<file path="config.mk">
export PLATFORM = sky130hd
export DESIGN_NAME = nco_phase_acc
export DESIGN_NICKNAME = d
export VERILOG_FILES = /design/src/rtl/nco_phase_acc_pkg.sv /design/src/rtl/nco_phase_acc_mod2pi_add.sv /design/src/rtl/nco_phase_acc.sv
export SDC_FILE = /design/constraint.sdc
export NUM_CORES = 1
export LEC_CHECK = 0
export BUFFER_PORTS_ARGS = -buffer_cell sky130_fd_sc_hd__buf_4
export CAP_MARGIN = 40
export CORE_MARGIN = 1
export CORE_UTILIZATION = 40
export DETAILED_ROUTE_END_ITERATION = 12
export PLACE_DENSITY_LB_ADDON = 0.2
export RECOVER_POWER = 25
export SKIP_LAST_GASP = 1
export SLEW_MARGIN = 25
export SYNTH_ARGS = -nofsm -noshare
export SYNTH_HDL_FRONTEND = slang
export SYNTH_SLANG_ARGS = --single-unit
</file>
<file path="constraint.sdc">
create_clock -name clk -period 4.6 [get_ports clk]
set_input_delay 0.23 -clock clk [delete_from_list [all_inputs] [get_ports clk]]
set_output_delay 0.23 -clock clk [all_outputs]
set_load 0.005 [all_outputs]
</file>
<file path="src/rtl/nco_phase_acc_pkg.sv">
// Shared phase constants (Q3.21 radians) and FSM state type for the NCO.
package nco_phase_acc_pkg;

    localparam int PHASE_W = 24;

    localparam logic [PHASE_W-1:0] TWO_PI          = 24'hC90FDB;
    localparam logic [PHASE_W-1:0] PI              = 24'h6487ED;
    localparam logic [PHASE_W-1:0] PI_OVER_2       = 24'h3243F7;
    localparam logic [PHASE_W-1:0] THREE_PI_OVER_2 = 24'h96CBE4;

    typedef enum logic [1:0] {
        IDLE  = 2'd0,
        RUN   = 2'd1,
        STALL = 2'd2
    } state_e;

endpackage

</file>
<file path="src/rtl/nco_phase_acc_mod2pi_add.sv">
// Combinational modular adder: y = (a + b) mod TWO_PI_C, both operands < TWO_PI_C.
module mod2pi_add
    import nco_phase_acc_pkg::*;
#(
    parameter int                 W        = PHASE_W,
    parameter logic [W-1:0]       TWO_PI_C = TWO_PI
) (
    input  logic [W-1:0] a_i,
    input  logic [W-1:0] b_i,
    output logic [W-1:0] y_o
);

    logic [W:0]   sum;
    logic [W-1:0] sum_red;

    // A single conditional subtraction is enough since a + b < 2 * TWO_PI_C.
    always_comb begin
        sum     = {1'b0, a_i} + {1'b0, b_i};
        // The true reduced value fits in W bits, so low-bit subtraction is exact.
        sum_red = sum[W-1:0] - TWO_PI_C;
        y_o     = (sum >= {1'b0, TWO_PI_C}) ? sum_red : sum[W-1:0];
    end

endmodule

</file>
<file path="src/rtl/nco_phase_acc.sv">
// Phase accumulator feeding the sine core: acc += ftw on each tick,
// theta = (acc + poff) mod 2*pi one edge later, with valid/ready output.
//
//   state | meaning
//   IDLE  | en_i low: ticks ignored, acc holds, pending output still offered
//   RUN   | ticks advance acc and schedule a new theta
//   STALL | output held (valid & !ready): ticks advance acc, set overrun
//
// The state is decoded each cycle from en_i and the output handshake; all
// memory of it lives in theta_valid_q, so no separate state flop is kept.
module nco_phase_acc
    import nco_phase_acc_pkg::*;
#(
    parameter int                   PHASE_W  = nco_phase_acc_pkg::PHASE_W,
    parameter logic [PHASE_W-1:0]   TWO_PI_C = TWO_PI
) (
    input  logic               clk,
    input  logic               rst,
    input  logic               en_i,
    input  logic               tick_i,
    input  logic [PHASE_W-1:0] ftw_i,
    input  logic               ftw_we_i,
    input  logic [PHASE_W-1:0] poff_i,
    input  logic               poff_we_i,
    input  logic               sync_i,
    output logic [PHASE_W-1:0] theta_o,
    output logic               theta_valid_o,
    input  logic               theta_ready_i,
    output logic               overrun_o,
    input  logic               ovr_clr_i
);

    logic [PHASE_W-1:0] acc_q, acc_d;
    logic [PHASE_W-1:0] ftw_q, ftw_d;
    logic [PHASE_W-1:0] poff_q, poff_d;
    logic [PHASE_W-1:0] theta_q, theta_d;
    logic               theta_valid_q, theta_valid_d;
    logic               overrun_q, overrun_d;
    logic               sync_pend_q, sync_pend_d;
    logic               stg2_pend_q, stg2_pend_d;

    logic [PHASE_W-1:0] acc_sum, theta_sum, ftw_red, poff_red;
    logic               stall;
    logic               tick_acc;
    logic               ovr_set;
    state_e             state_c;

    mod2pi_add #(.W(PHASE_W), .TWO_PI_C(TWO_PI_C)) u_add_stg1 (
        .a_i(acc_q), .b_i(ftw_q), .y_o(acc_sum)
    );
    mod2pi_add #(.W(PHASE_W), .TWO_PI_C(TWO_PI_C)) u_add_stg2 (
        .a_i(acc_q), .b_i(poff_q), .y_o(theta_sum)
    );
    mod2pi_add #(.W(PHASE_W), .TWO_PI_C(TWO_PI_C)) u_red_ftw (
        .a_i(ftw_i), .b_i('0), .y_o(ftw_red)
    );
    mod2pi_add #(.W(PHASE_W), .TWO_PI_C(TWO_PI_C)) u_red_poff (
        .a_i(poff_i), .b_i('0), .y_o(poff_red)
    );

    // Decode the operating state from enable and the output handshake.
    always_comb begin
        stall   = theta_valid_q && !theta_ready_i;
        state_c = IDLE;
        if (en_i) begin
            state_c = stall ? STALL : RUN;
        end
        tick_acc = tick_i && (state_c != IDLE);
    end

    // Next-state logic for the accumulator, output stage and status.
    always_comb begin
        acc_d         = acc_q;
        ftw_d         = ftw_we_i  ? ftw_red  : ftw_q;
        poff_d        = poff_we_i ? poff_red : poff_q;
        theta_d       = theta_q;
        theta_valid_d = stall;
        sync_pend_d   = sync_pend_q | sync_i;
        stg2_pend_d   = 1'b0;
        ovr_set       = 1'b0;

        // Stage 1: advance (or restart) the phase on an accepted tick.
        if (tick_acc) begin
            acc_d       = (sync_i || sync_pend_q) ? '0 : acc_sum;
            sync_pend_d = 1'b0;
            if (state_c == STALL) begin
                ovr_set = 1'b1;
            end else begin
                stg2_pend_d = 1'b1;
            end
        end

        // Stage 2: publish acc + poff unless the held output is still stalled.
        if (stg2_pend_q) begin
            if (stall) begin
                ovr_set = 1'b1;
            end else begin
                theta_d       = theta_sum;
                theta_valid_d = 1'b1;
            end
        end

        if (ovr_set) begin
            overrun_d = 1'b1;
        end else if (ovr_clr_i) begin
            overrun_d = 1'b0;
        end else begin
            overrun_d = overrun_q;
        end
    end

    // State registers with synchronous reset.
    always_ff @(posedge clk) begin
        if (rst) begin
            acc_q         <= '0;
            ftw_q         <= '0;
            poff_q        <= '0;
            theta_q       <= '0;
            theta_valid_q <= 1'b0;
            overrun_q     <= 1'b0;
            sync_pend_q   <= 1'b0;
            stg2_pend_q   <= 1'b0;
        end else begin
            acc_q         <= acc_d;
            ftw_q         <= ftw_d;
            poff_q        <= poff_d;
            theta_q       <= theta_d;
            theta_valid_q <= theta_valid_d;
            overrun_q     <= overrun_d;
            sync_pend_q   <= sync_pend_d;
            stg2_pend_q   <= stg2_pend_d;
        end
    end

    assign theta_o       = theta_q;
    assign theta_valid_o = theta_valid_q;
    assign overrun_o     = overrun_q;

endmodule

</file>
; After elaboration in Yosys (flattened, before gate mapping)
; Cells that the tools add are included.
; Widths: inputs -> output; s select.
[totals]
inputBits = 57
ff_bits = 100
word_cells = 46
output_inout_bits = 26
[op_classes]
order_cmp = 4
bitwise = 3
reduce_logical = 9
mux = 15
eq_ne = 1
add_sub_neg = 6
[ops]
columns = operator, count
row1 = $mux 24, 5
row2 = $sub 24x24->24 const B, 4
row3 = $add 24x24->25, 2
row4 = $ge 25x24->1 const B, 2
row5 = $ge 24x24->1 const B, 2
row6 = $mux 1, 8
row7 = $mux 2, 2
row8 = $reduce_bool 2->1, 2
row9 = $reduce_or 2->1, 2
row10 = $eq 2x2->1 const B, 1
row11 = $logic_and 1x1->1, 2
row12 = $not 1->1, 2
row13 = $reduce_and 2->1, 1
row14 = $logic_not 1->1, 1
row15 = $logic_or 1x1->1, 1
row16 = $or 1x1->1, 1

; Depth between registers and ports, before layout
; Gate-level depths: netlist of run 1.
[depth]
depth_word = 10
mapped_depth = 13

; Hierarchy
; Synthesis of run 1 repeated with hierarchy kept, for this count alone.
[hier_totals]
hier_cells = 1488
area_unflattened_um2 = 11897.7
[modules_own_cells]
columns = module, seq_area_each_um2, area_per_inst_um2, cells_each, n_inst
row1 = mod2pi_add at u_add_stg2 ..., 0.0, 1984.4, 279, 3
row2 = nco_phase_acc, 2001.9, 3678.5, 330, 1
row3 = mod2pi_add at u_add_stg1, 0.0, 2265.9, 321, 1

; Worst setup path after synthesis of run 1
; Ideal clock, no wire load.
[synth_timing]
path_kind = flip-flop to flip-flop
start = register acc_q[0]
end = register acc_q[22]
path_stages_with_launch = 14
arrival_time_ns = 3.519
setup_slack_ns = 0.958
period_less_slack_ns = 3.642
n_path_buf = 1
setup_time_ns = 0.123
path_cell_list = dfxtp_1 ha_1 fa_1 a21o_1 a221oi_1 xnor2_1 o2111ai_1 nor4_4 nand4_1 a311oi_4 nor3_4 buf_6 a222oi_1 nand2_1
[synth_via]
elab_chain_cells = 4
elab_cells_between_ends = 5
cone_classes = 2 x add/sub / 1 x order compare / 2 x mux
[synth_lines]
columns = item, line_no
row1 = "start, declared", nco_phase_acc.sv:33  ; logic [PHASE_W-1:0] acc_q, acc_d;
row2 = "start signal, assigned", nco_phase_acc.sv:115  ; acc_q <= '0;
row3 = "start signal, assigned", nco_phase_acc.sv:124  ; acc_q <= acc_d;
row4 = $add 24x24->25 *, nco_phase_acc_mod2pi_add.sv:18  ; sum = {1'b0, a_i} + {1'b0, b_i};
row5 = $sub 24x24->24 / $ge 25x24->1 (equally long branches), "nco_phase_acc_mod2pi_add.sv:20, nco_phase_acc_mod2pi_add.sv:21"
row6 = $mux 24 *, nco_phase_acc_mod2pi_add.sv:21  ; y_o = (sum >= {1'b0, TWO_PI_C}) ? sum_red : sum[W-1:0];
row7 = $mux 24 *, nco_phase_acc.sv:84  ; acc_d = (sync_i || sync_pend_q) ? '0 : acc_sum;
; Mark *: on every way between the ends. The rest lies on a longest branch, timed or not.
; A chain may end at the register's enable or synchronous reset.

; Final worst setup path of run 1
[layout_timing]
start = register acc_q[0]
end = register theta_q[8] (netlist: theta_o[8])
[layout_via]
elab_chain_cells = 3
elab_cells_between_ends = 4
cone_classes = 2 x add/sub / 1 x order compare / 1 x mux
[layout_lines]
columns = item, line_no
row1 = $add 24x24->25 *, nco_phase_acc_mod2pi_add.sv:18
row2 = $sub 24x24->24 / $ge 25x24->1 (equally long branches), "nco_phase_acc_mod2pi_add.sv:20, nco_phase_acc_mod2pi_add.sv:21"
row3 = $mux 24 *, nco_phase_acc_mod2pi_add.sv:21
row4 = "end signal, assigned", nco_phase_acc.sv:127  ; theta_q <= theta_d;
row5 = "end, declared", nco_phase_acc.sv:36  ; logic [PHASE_W-1:0] theta_q, theta_d;
; Marked as above.

==> results of run 1 <==
## worst min path at each step
stage	from	end	slack [ps]
floorplan	sync_i	sync_pend_q	350
global placement	theta_o[20]	theta_o[20]	440
detailed placement	theta_o[19]	theta_o[19]	450
CTS	sync_i	sync_pend_q	90
global route	sync_i	sync_pend_q	90
finish	sync_i	sync_pend_q	100
## metal layers
metal	track usage	vias to the layer above	part of all wire
met2	0.339	211	0.43
li1	-	4408	-
met5	0	-	0
met4	0.0684	0	0.020
met1	0.335	3998	0.50
met3	0.0260	33	0.050
## Yosys cell counts, drive strengths merged (15+ instances only)
cell type and instances:
a211oi 52, a21o 26, a21oi 79, a311oi 20, a31oi 17, and2 15
clkbuf 50, dfxtp 100, ha 52, inv 19, mux2i 17, nand2 89
nand2b 16, nand3 25, nand4 18, nor2 121, nor3 41, o211ai 21
o21ai 73, or3 28, xnor2 48, xor2 22
## power groups by stage
stage	Combinational [mW]	Clock, mW	Sequential, mW
global route	0.616	0.801	0.958
finish	0.552	0.748	0.953
detailed placement	0.547	0	0.973
global placement	0.544	0	0.973
CTS	0.550	0.767	0.953
floorplan	0.385	0	0.952
## registers in the layout, indices dropped and copies added, names as in the netlist
register / flops
ftw_q: 24
acc_q: 24
overrun_o: 1
theta_valid_o: 1
sync_pend_q: 1
stg2_pend_q: 1
poff_q: 24
theta_o: 24
## logic make-up after synthesis
logic type | synth area share
AOI/OAI and AO/OA | 0.309
buffers and inverters | 0.0369
DFF | 0.230
adders and majority gates | 0.0795
xor gates and xnor gates | 0.0706
and+or+nand+nor | 0.253
muxes | 0.0209
## final cells by class
cell class / instances / area share
multi-input cells: 957 / 0.651
clock inverters: 6 / 0.00485
clock buffers: 10 / 0.0233
inverters: 19 / 0.00727
well taps: 275 / 0.0351
repair buffers: 96 / 0.0742
flip-flops and latches: 100 / 0.204
## metrics by stage
| stage | worst slack [ps] | hold slack (ps) |
|---|---|---|
| 2_1_floorplan | 958 | 354 |
| 3_3_place_gp | 410 | 442 |
| 3_5_place_dp | 498 | 448 |
| 4_1_cts | 442 | 87.3 |
| 5_1_grt | 74.2 | 93.8 |
| 6_report | 403 | 96.6 |
## worst max-delay path: cells and delay by family (launching register included)
| kind | cells | cell delay (ps) |
|---|---|---|
| compound gates | 6 | 1960 |
| simple gates | 3 | 940 |
| fa+ha+maj | 2 | 660 |
| flops | 1 | 330 |
| xor+xnor | 1 | 250 |
==> impl_metrics.py, run 1 <==
metrics = {
    "outcome": {
        "status": "finished, final reports clean",
    },
    "clock_tree": {
        "cts_buffers": 9,
        "cts_buffer_depth": 2,
        "clk_latency_ps": 360,
        "cts_resized": 0,
        "cts.sinks": 100,
        "clk_pin_slew_worst_paths_ps": 80,
        "hold_buffers": 0,
        "cts_root_buf": "clkbuf_16",
        "htree_levels": 3,
        "tritoncts": "done",
        "post_cts_buffers": 0,
    },
    "critical_path": {
        "critical-path-top-cell-by-count": "a31oi_1",
        "arrival_ps": 4490,
        "r2r_start": "acc_q[0]",
        "cp_slowest_stage_delay_ps": 470,
        "crit_type": "reg -> reg",
        "start_kind": "flip-flop",
        "cp_max_fo": 15,
        "rrSetupSlack_ps": 400,
        "r2r_end": "theta_o[8]",
        "cp-startpoint": "acc_q[0]",
        "reg2reg_depth": 12,
        "critPathRequiredTime_ps": 4890,
        "path_cells": "ha_1 -> fa_1 -> a21o_1 -> a311o_1 -> a31oi_1 -> xnor2_1 -> nand2b_1 -> o41ai_1 -> o211ai_2 -> and2_4 -> or4_1 -> a31oi_1",
        "crit_slowest_cell": "or4_1",
        "setup.worst_path.end_class": "flip-flop",
        "crit_path_end": "theta_o[8]",
    },
    "layout": {
        "multi_input_area_mm2": 0.00639,
        "final_cell_mix": "nor2_1 (120), dfxtp_1 (100), nand2_1 (89), a21oi_1 (77), o21ai_0 (70)",
        "num-nets-final": 1294,
        "final_common_cell": "nor2_1",
        "final_util": 0.464,
        "fin_cells": 1463,
        "diodes": 0,
        "nFillCells": 2145,
        "postLayoutCellArea_mm2": 0.00981,
        "area_growth_pct": 12.9,
        "seq_area_mm2": 0.00200,
        "drive_above_1_share": 0.125,
    },
    "logic_synthesis": {
        "syn_area_mm2": 0.00869,
        "ys_warn_count": 0,
        "yosysSeqAreaShare": 0.230,
        "ys_ff_latch": 100,
        "synth_area_leaders": "dfxtp_1 (23%), ha_1 (7.5%), nor2_1 (5.2%)",
        "synth_fp_nets": 1248,
        "yosys.area.top_type": "dfxtp_1",
        "ys_types": 87,
        "synth-async-reset-ratio": 0,
        "ys_dominant_reg_cell": "dfxtp_1",
        "synth_top_area_frac": 0.230,
        "synth_area_per_cell_um2": 7.64,
        "synth_edf_count": 0,
        "synthCells": 1137,
    },
    "route": {
        "postRouteAntennaNets": 0,
        "first_pass_iters": 7,
        "drcViolationCount": 0,
        "drt_iter0_markers": 685,
        "wl_mm": 24.9,
        "vias_per_cell": 5.91,
        "wl_per_cell_um": 17.0,
        "vias": 8650,
    },
    "power": {
        "ir_worst_vdd_v": 0.000160,
        "clockPowerShare": 0.332,
        "leakage_nw": 3.96,
        "seqPwrFrac": 0.423,
        "combPwrFrac": 0.245,
        "p_int_mw": 1.51,
        "power.density_mw_per_mm2": 230,
        "switchingPower_uw": 748,
        "p_sw_frac": 0.332,
        "power_mw": 2.25,
    },
    "die": {
        "start_util": 0.411,
        "die_h_um": 149,
        "ios": 83,
        "coreArea_mm2": 0.0212,
        "dieArea_mm2": 0.0223,
        "fp.dieW_um": 149,
        "fp-row-count": 53,
    },
    "timing": {
        "finalCritPeriodShare": 0.912,
        "finalMaxSlewViolations": 0,
        "grt_setup_unrepaired": "false",
        "setup_tns_ps": 0,
        "worst_slew_pin_slew_ps": 727,
        "skew_ps": 14.7,
        "fin_crit_ps": 4200,
        "hold_violations": 0,
        "max_freq_mhz": 238,
        "setup_viol": 0,
        "relSlewSlack": 0.515,
    },
    "placement": {
        "placed_area_mm2": 0.00952,
        "routabilityCongestion": 0.928,
        "placedCellCount": 1445,
        "hpwl_mm": 19.7,
        "io_buffers": 82,
    },
    "global_route": {
        "grt-ovfl-total": 0,
        "grt_max_degree": 66,
        "grt_pass1_vias": 7644,
        "antenna_found_initial": 0,
        "grt.total_usage": 0.226,
        "grt_pass1_wl_mm": 39.8,
    },
    "worst_hold_path": {
        "worstHoldPathType": "in -> reg",
        "holdPathStages": 2,
    },
    "flow_run": {
        "cap_violations": 0,
    },
}
Note: power is estimated with default switching activity, not from simulation.
==> run 2: changes to the inputs <==
--- a/config.mk
+++ b/config.mk
@@ -10,7 +10,7 @@
 export CORE_MARGIN = 1
 export CORE_UTILIZATION = 40
 export DETAILED_ROUTE_END_ITERATION = 12
-export PLACE_DENSITY_LB_ADDON = 0.2
+export PLACE_DENSITY_LB_ADDON = 0.1
 export RECOVER_POWER = 25
 export SKIP_LAST_GASP = 1
 export SLEW_MARGIN = 25
==> impl_metrics.py, run 2 (synthesis gave the netlist of run 1 again) <==
metrics = {
    "global_route": {
        "antenna_found_initial": 0,
        "grt_pass1_vias": 7824,
        "grt-ovfl-total": 0,
        "grt_max_degree": 64,
        "grt_pass1_wl_mm": 40.7,
        "grt.total_usage": 0.232,
    },
    "layout": {
        "fin_cells": 1464,
        "final_cell_mix": "nor2_1 (120), dfxtp_1 (100), nand2_1 (89), a21oi_1 (77), o21ai_0 (70)",
        "area_growth_pct": 13.4,
        "diodes": 0,
        "drive_above_1_share": 0.126,
        "num-nets-final": 1295,
        "final_common_cell": "nor2_1",
        "nFillCells": 2174,
    },
    "die": {
        "coreArea_mm2": 0.0212,
        "fp-row-count": 53,
        "ios": 83,
        "start_util": 0.411,
        "dieArea_mm2": 0.0223,
        "fp.dieW_um": 149,
        "die_h_um": 149,
    },
    "route": {
        "first_pass_iters": 5,
        "wl_per_cell_um": 17.3,
        "vias": 8572,
        "wl_mm": 25.4,
        "drt_iter0_markers": 637,
        "drcViolationCount": 0,
        "postRouteAntennaNets": 0,
        "vias_per_cell": 5.86,
    },
    "timing": {
        "fin_crit_ps": 4240,
        "finalMaxSlewViolations": 64,
        "hold_ws_ps": 121,
        "finalCritPeriodShare": 0.921,
        "max_freq_mhz": 236,
        "setup_tns_ps": 0,
        "setup_viol": 0,
        "grt_setup_unrepaired": "false",
        "hold_violations": 0,
        "worst_slew_pin_slew_ps": 3070,
        "skew_ps": 11.4,
        "postLayoutSetupSlackWorst_ps": 362,
        "relSlewSlack": -1.05,
    },
    "power": {
        "leakage_nw": 3.99,
        "power_mw": 2.35,
        "power.density_mw_per_mm2": 238,
        "ir_worst_vdd_v": 0.000172,
    },
    "critical_path": {
        "crit_type": "reg -> reg",
        "cp_slowest_stage_delay_ps": 540,
        "cp_max_fo": 14,
        "cpLargestDelayFamily": "compound AO/OA/AOI/OAI gates",
        "start_kind": "flip-flop",
        "crit_slowest_cell": "a311oi_4",
        "arrival_ps": 4460,
        "path_cells": "ha_1 -> fa_1 -> a21o_1 -> a221oi_1 -> xnor2_1 -> o2111ai_1 -> nor4_4 -> nand4_1 -> a311oi_4 -> nor3_4 -> buf_8 -> o311ai_0 -> nand3_1",
        "rrSetupSlack_ps": 360,
        "critPathRequiredTime_ps": 4830,
        "crit_buf_inv": 1,
        "setup.worst_path.end_class": "flip-flop",
    },
    "clock_tree": {
        "post_cts_buffers": 0,
        "tritoncts": "done",
        "hold_buffers": 0,
        "cts_buffer_depth": 2,
        "cts_buffers": 9,
        "cts_resized": 0,
        "clk_pin_slew_worst_paths_ps": 80,
        "cts.sinks": 100,
        "htree_levels": 3,
        "cts_root_buf": "clkbuf_16",
        "clk_latency_ps": 360,
    },
    "worst_hold_path": {
        "worstHoldPathType": "in -> reg",
    },
    "placement": {
        "routabilityCongestion": 0.889,
        "pre_cts_ws_ps": 467,
        "io_buffers": 82,
        "hpwl_mm": 20.2,
        "placedCellCount": 1448,
    },
    "outcome": {
        "status": "complete, but fails checks",
        "violations": "capacitance limit, slew limit",
    },
    "flow_run": {
        "cap_violations": 1,
    },
}
-- run 2: final timing paths --
| check | startpoint | end | cells past startpoint |
|---|---|---|---|
| hold reg to reg | theta_o[11] | theta_o[11] | 2 |
| hold / removal | sync_i | sync_pend_q | 2 |
| setup reg to reg | acc_q[0] | acc_q[15] | 13 |
| setup / recovery | acc_q[0] | acc_q[15] | 13 |
-- run 2: stage by stage --
step | utilization | instance area (um^2)
5_1_grt | 0.466 | 9850
6_report | 0.466 | 9850
4_1_cts | 0.466 | 9860
3_5_place_dp | 0.451 | 9540
3_3_place_gp | 0.450 | 9530
2_1_floorplan | - | 8690
-- run 2: area by class of cell --
class	count	area (um^2)	share of cell area
Tap cell	275	344	0.0349
Clock inverter	6	78.8	0.00800
Multi-Input combinational cell	957	6390	0.649
Sequential cell	100	2000	0.203
Clock buffer	10	239	0.0243
Inverter	19	71.3	0.00724
Timing Repair Buffer	97	728	0.0739
-- run 2: power by group --
part           leakage [nW]  internal [mW]  switching (mW)
clock network         0.157          0.450           0.391
registers             0.821          0.911          0.0442
logic                  3.01          0.223           0.330
-- run 2: routing by layer --
metal | global-route usage | routed length (um) | vias up | part of all wire
met5 | 0 | 0 | - | 0
met4 | 0.0643 | 387 | 0 | 0.015
met3 | 0.0239 | 963 | 25 | 0.038
met2 | 0.351 | 10700 | 188 | 0.42
met1 | 0.343 | 13300 | 3941 | 0.52
li1 | - | - | 4418 | -
==> run 3: changes to the inputs <==
--- a/config.mk
+++ b/config.mk
@@ -10,7 +10,7 @@
 export CORE_MARGIN = 1
 export CORE_UTILIZATION = 40
 export DETAILED_ROUTE_END_ITERATION = 12
-export PLACE_DENSITY_LB_ADDON = 0.1
+export PLACE_DENSITY = 0.58
 export RECOVER_POWER = 25
 export SKIP_LAST_GASP = 1
 export SLEW_MARGIN = 25
==> impl_metrics.py, run 3 (synthesis gave the netlist of run 1 again) <==
metrics = {
    "critical_path": {
        "cpLargestDelayFamily": "compound AO/OA/AOI/OAI gates",
        "crit_slowest_cell": "a311oi_4",
        "crit_buf_inv": 1,
        "crit_type": "reg -> reg",
        "rrSetupSlack_ps": 550,
        "r2r_start": "acc_q[0]",
        "arrival_ps": 4290,
        "reg2reg_depth": 13,
        "path_cells": "ha_1 -> fa_1 -> a21o_1 -> a221oi_1 -> xnor2_1 -> o2111ai_1 -> nor4_4 -> nand4_1 -> a311oi_4 -> nor3_4 -> buf_4 -> o311ai_0 -> nand3_1",
        "cp_max_fo": 19,
        "critPathRequiredTime_ps": 4830,
        "r2r_end": "acc_q[15]",
        "setup.worst_path.end_class": "flip-flop",
        "start_kind": "flip-flop",
        "cp_slowest_stage_delay_ps": 560,
    },
    "layout": {
        "drive_above_1_share": 0.125,
        "nFillCells": 2129,
        "fin_cells": 1465,
        "final_util": 0.464,
        "diodes": 0,
        "final_cell_mix": "nor2_1 (120), dfxtp_1 (100), nand2_1 (89), a21oi_1 (77)",
        "num-nets-final": 1296,
        "final_common_cell": "nor2_1",
        "area_growth_pct": 13.0,
    },
    "timing": {
        "skew_ps": 23.4,
        "finalMaxSlewViolations": 0,
        "grt_setup_unrepaired": "false",
        "setup_viol": 0,
        "relSlewSlack": 0.509,
        "finalCritPeriodShare": 0.881,
        "setup_tns_ps": 0,
        "max_freq_mhz": 247,
        "fin_crit_ps": 4050,
        "worst_slew_pin_slew_ps": 736,
        "hold_violations": 0,
    },
    "worst_hold_path": {
        "worstHoldPathType": "in -> reg",
        "worstHoldEndpoint": "sync_pend_q",
        "holdPathStages": 2,
        "hp-start": "sync_i",
    },
    "flow_run": {
        "cap_violations": 0,
    },
    "power": {
        "clockPowerShare": 0.333,
        "switchingPower_uw": 744,
        "p_sw_frac": 0.330,
        "ir_worst_vdd_v": 0.000151,
        "p_int_mw": 1.51,
        "combPwrFrac": 0.244,
        "seqPwrFrac": 0.423,
        "power.density_mw_per_mm2": 230,
        "leakage_nw": 3.97,
        "power_mw": 2.26,
    },
    "clock_tree": {
        "tritoncts": "done",
        "cts_buffer_depth": 2,
        "htree_levels": 3,
        "cts_buffers": 9,
        "hold_buffers": 0,
        "cts.sinks": 100,
        "cts_root_buf": "clkbuf_16",
        "cts_resized": 0,
        "post_cts_buffers": 0,
        "clk_latency_ps": 360,
        "clk_pin_slew_worst_paths_ps": 90,
    },
    "route": {
        "postRouteAntennaNets": 0,
        "wl_mm": 24.9,
        "vias_per_cell": 5.82,
        "drt_iter0_markers": 538,
        "vias": 8532,
        "first_pass_iters": 5,
        "wl_per_cell_um": 17.0,
        "drcViolationCount": 0,
    },
    "global_route": {
        "antenna_found_initial": 0,
        "grt_pass1_vias": 7939,
        "grt_max_degree": 66,
        "grt.total_usage": 0.231,
        "grt_pass1_wl_mm": 40.7,
        "grt-ovfl-total": 0,
    },
    "die": {
        "fp.dieW_um": 149,
        "start_util": 0.411,
        "ios": 83,
        "dieArea_mm2": 0.0223,
        "coreArea_mm2": 0.0212,
        "die_h_um": 149,
        "fp-row-count": 53,
    },
    "placement": {
        "routabilityCongestion": 0.914,
        "hpwl_mm": 19.8,
        "io_buffers": 82,
        "placedCellCount": 1448,
    },
    "outcome": {
        "status": "finished, final reports clean",
    },
}
run 3: cell type report:
class	instances	area, um^2	share of cell area
flip-flops and latches	100	2000	0.204
repair buffers	98	728	0.0742
clock inverters	6	55.1	0.00561
inverters	19	71.3	0.00726
multi-input cells	957	6390	0.651
well taps	275	344	0.0350
clock buffers	10	229	0.0233
run 3: per-stage QoR:
step | hold WS (ps) | setup WS (ps) | cell area (um^2)
global route | 102 | 94.9 | 9820
global placement | 447 | 621 | 9530
CTS | 80.2 | 558 | 9820
finish | 92.5 | 546 | 9820
detailed placement | 448 | 554 | 9530
floorplan | 354 | 958 | 8690
run 3: worst max-delay path by stage:
stage	to	depth (start not counted)	start
2_1_floorplan	acc_q[22]	13	acc_q[0]
3_3_place_gp	acc_q[15]	13	acc_q[0]
3_5_place_dp	acc_q[15]	13	acc_q[0]
4_1_cts	acc_q[15]	13	acc_q[0]
5_1_grt	acc_q[15]	13	acc_q[0]
6_report	acc_q[15]	13	acc_q[0]
run 3: worst register-to-register path: stages (launching register included):
cell and delay, ps:
dfxtp_1 340, ha_1 240, fa_1 400, a21o_1 210, a221oi_1 410, xnor2_1 250
o2111ai_1 290, nor4_4 330, nand4_1 180, a311oi_4 560, nor3_4 70, buf_4 230
o311ai_0 330, nand3_1 100
run 3: layer usage:
layer	track usage	vias to the layer above	part of all wire
met5	0	-	0
met4	0.0633	0	0.016
met3	0.0391	27	0.041
met2	0.356	178	0.43
met1	0.327	3906	0.51
li1	-	4421	-
run 3: power by group through the flow:
stage               Combinational, mW  Sequential (mW)  Clock [mW]
finish                          0.551            0.955       0.750
global route                    0.617            0.960       0.811
CTS                             0.551            0.954       0.782
detailed placement              0.548            0.974           0
global placement                0.547            0.974           0
floorplan                       0.385            0.952           0
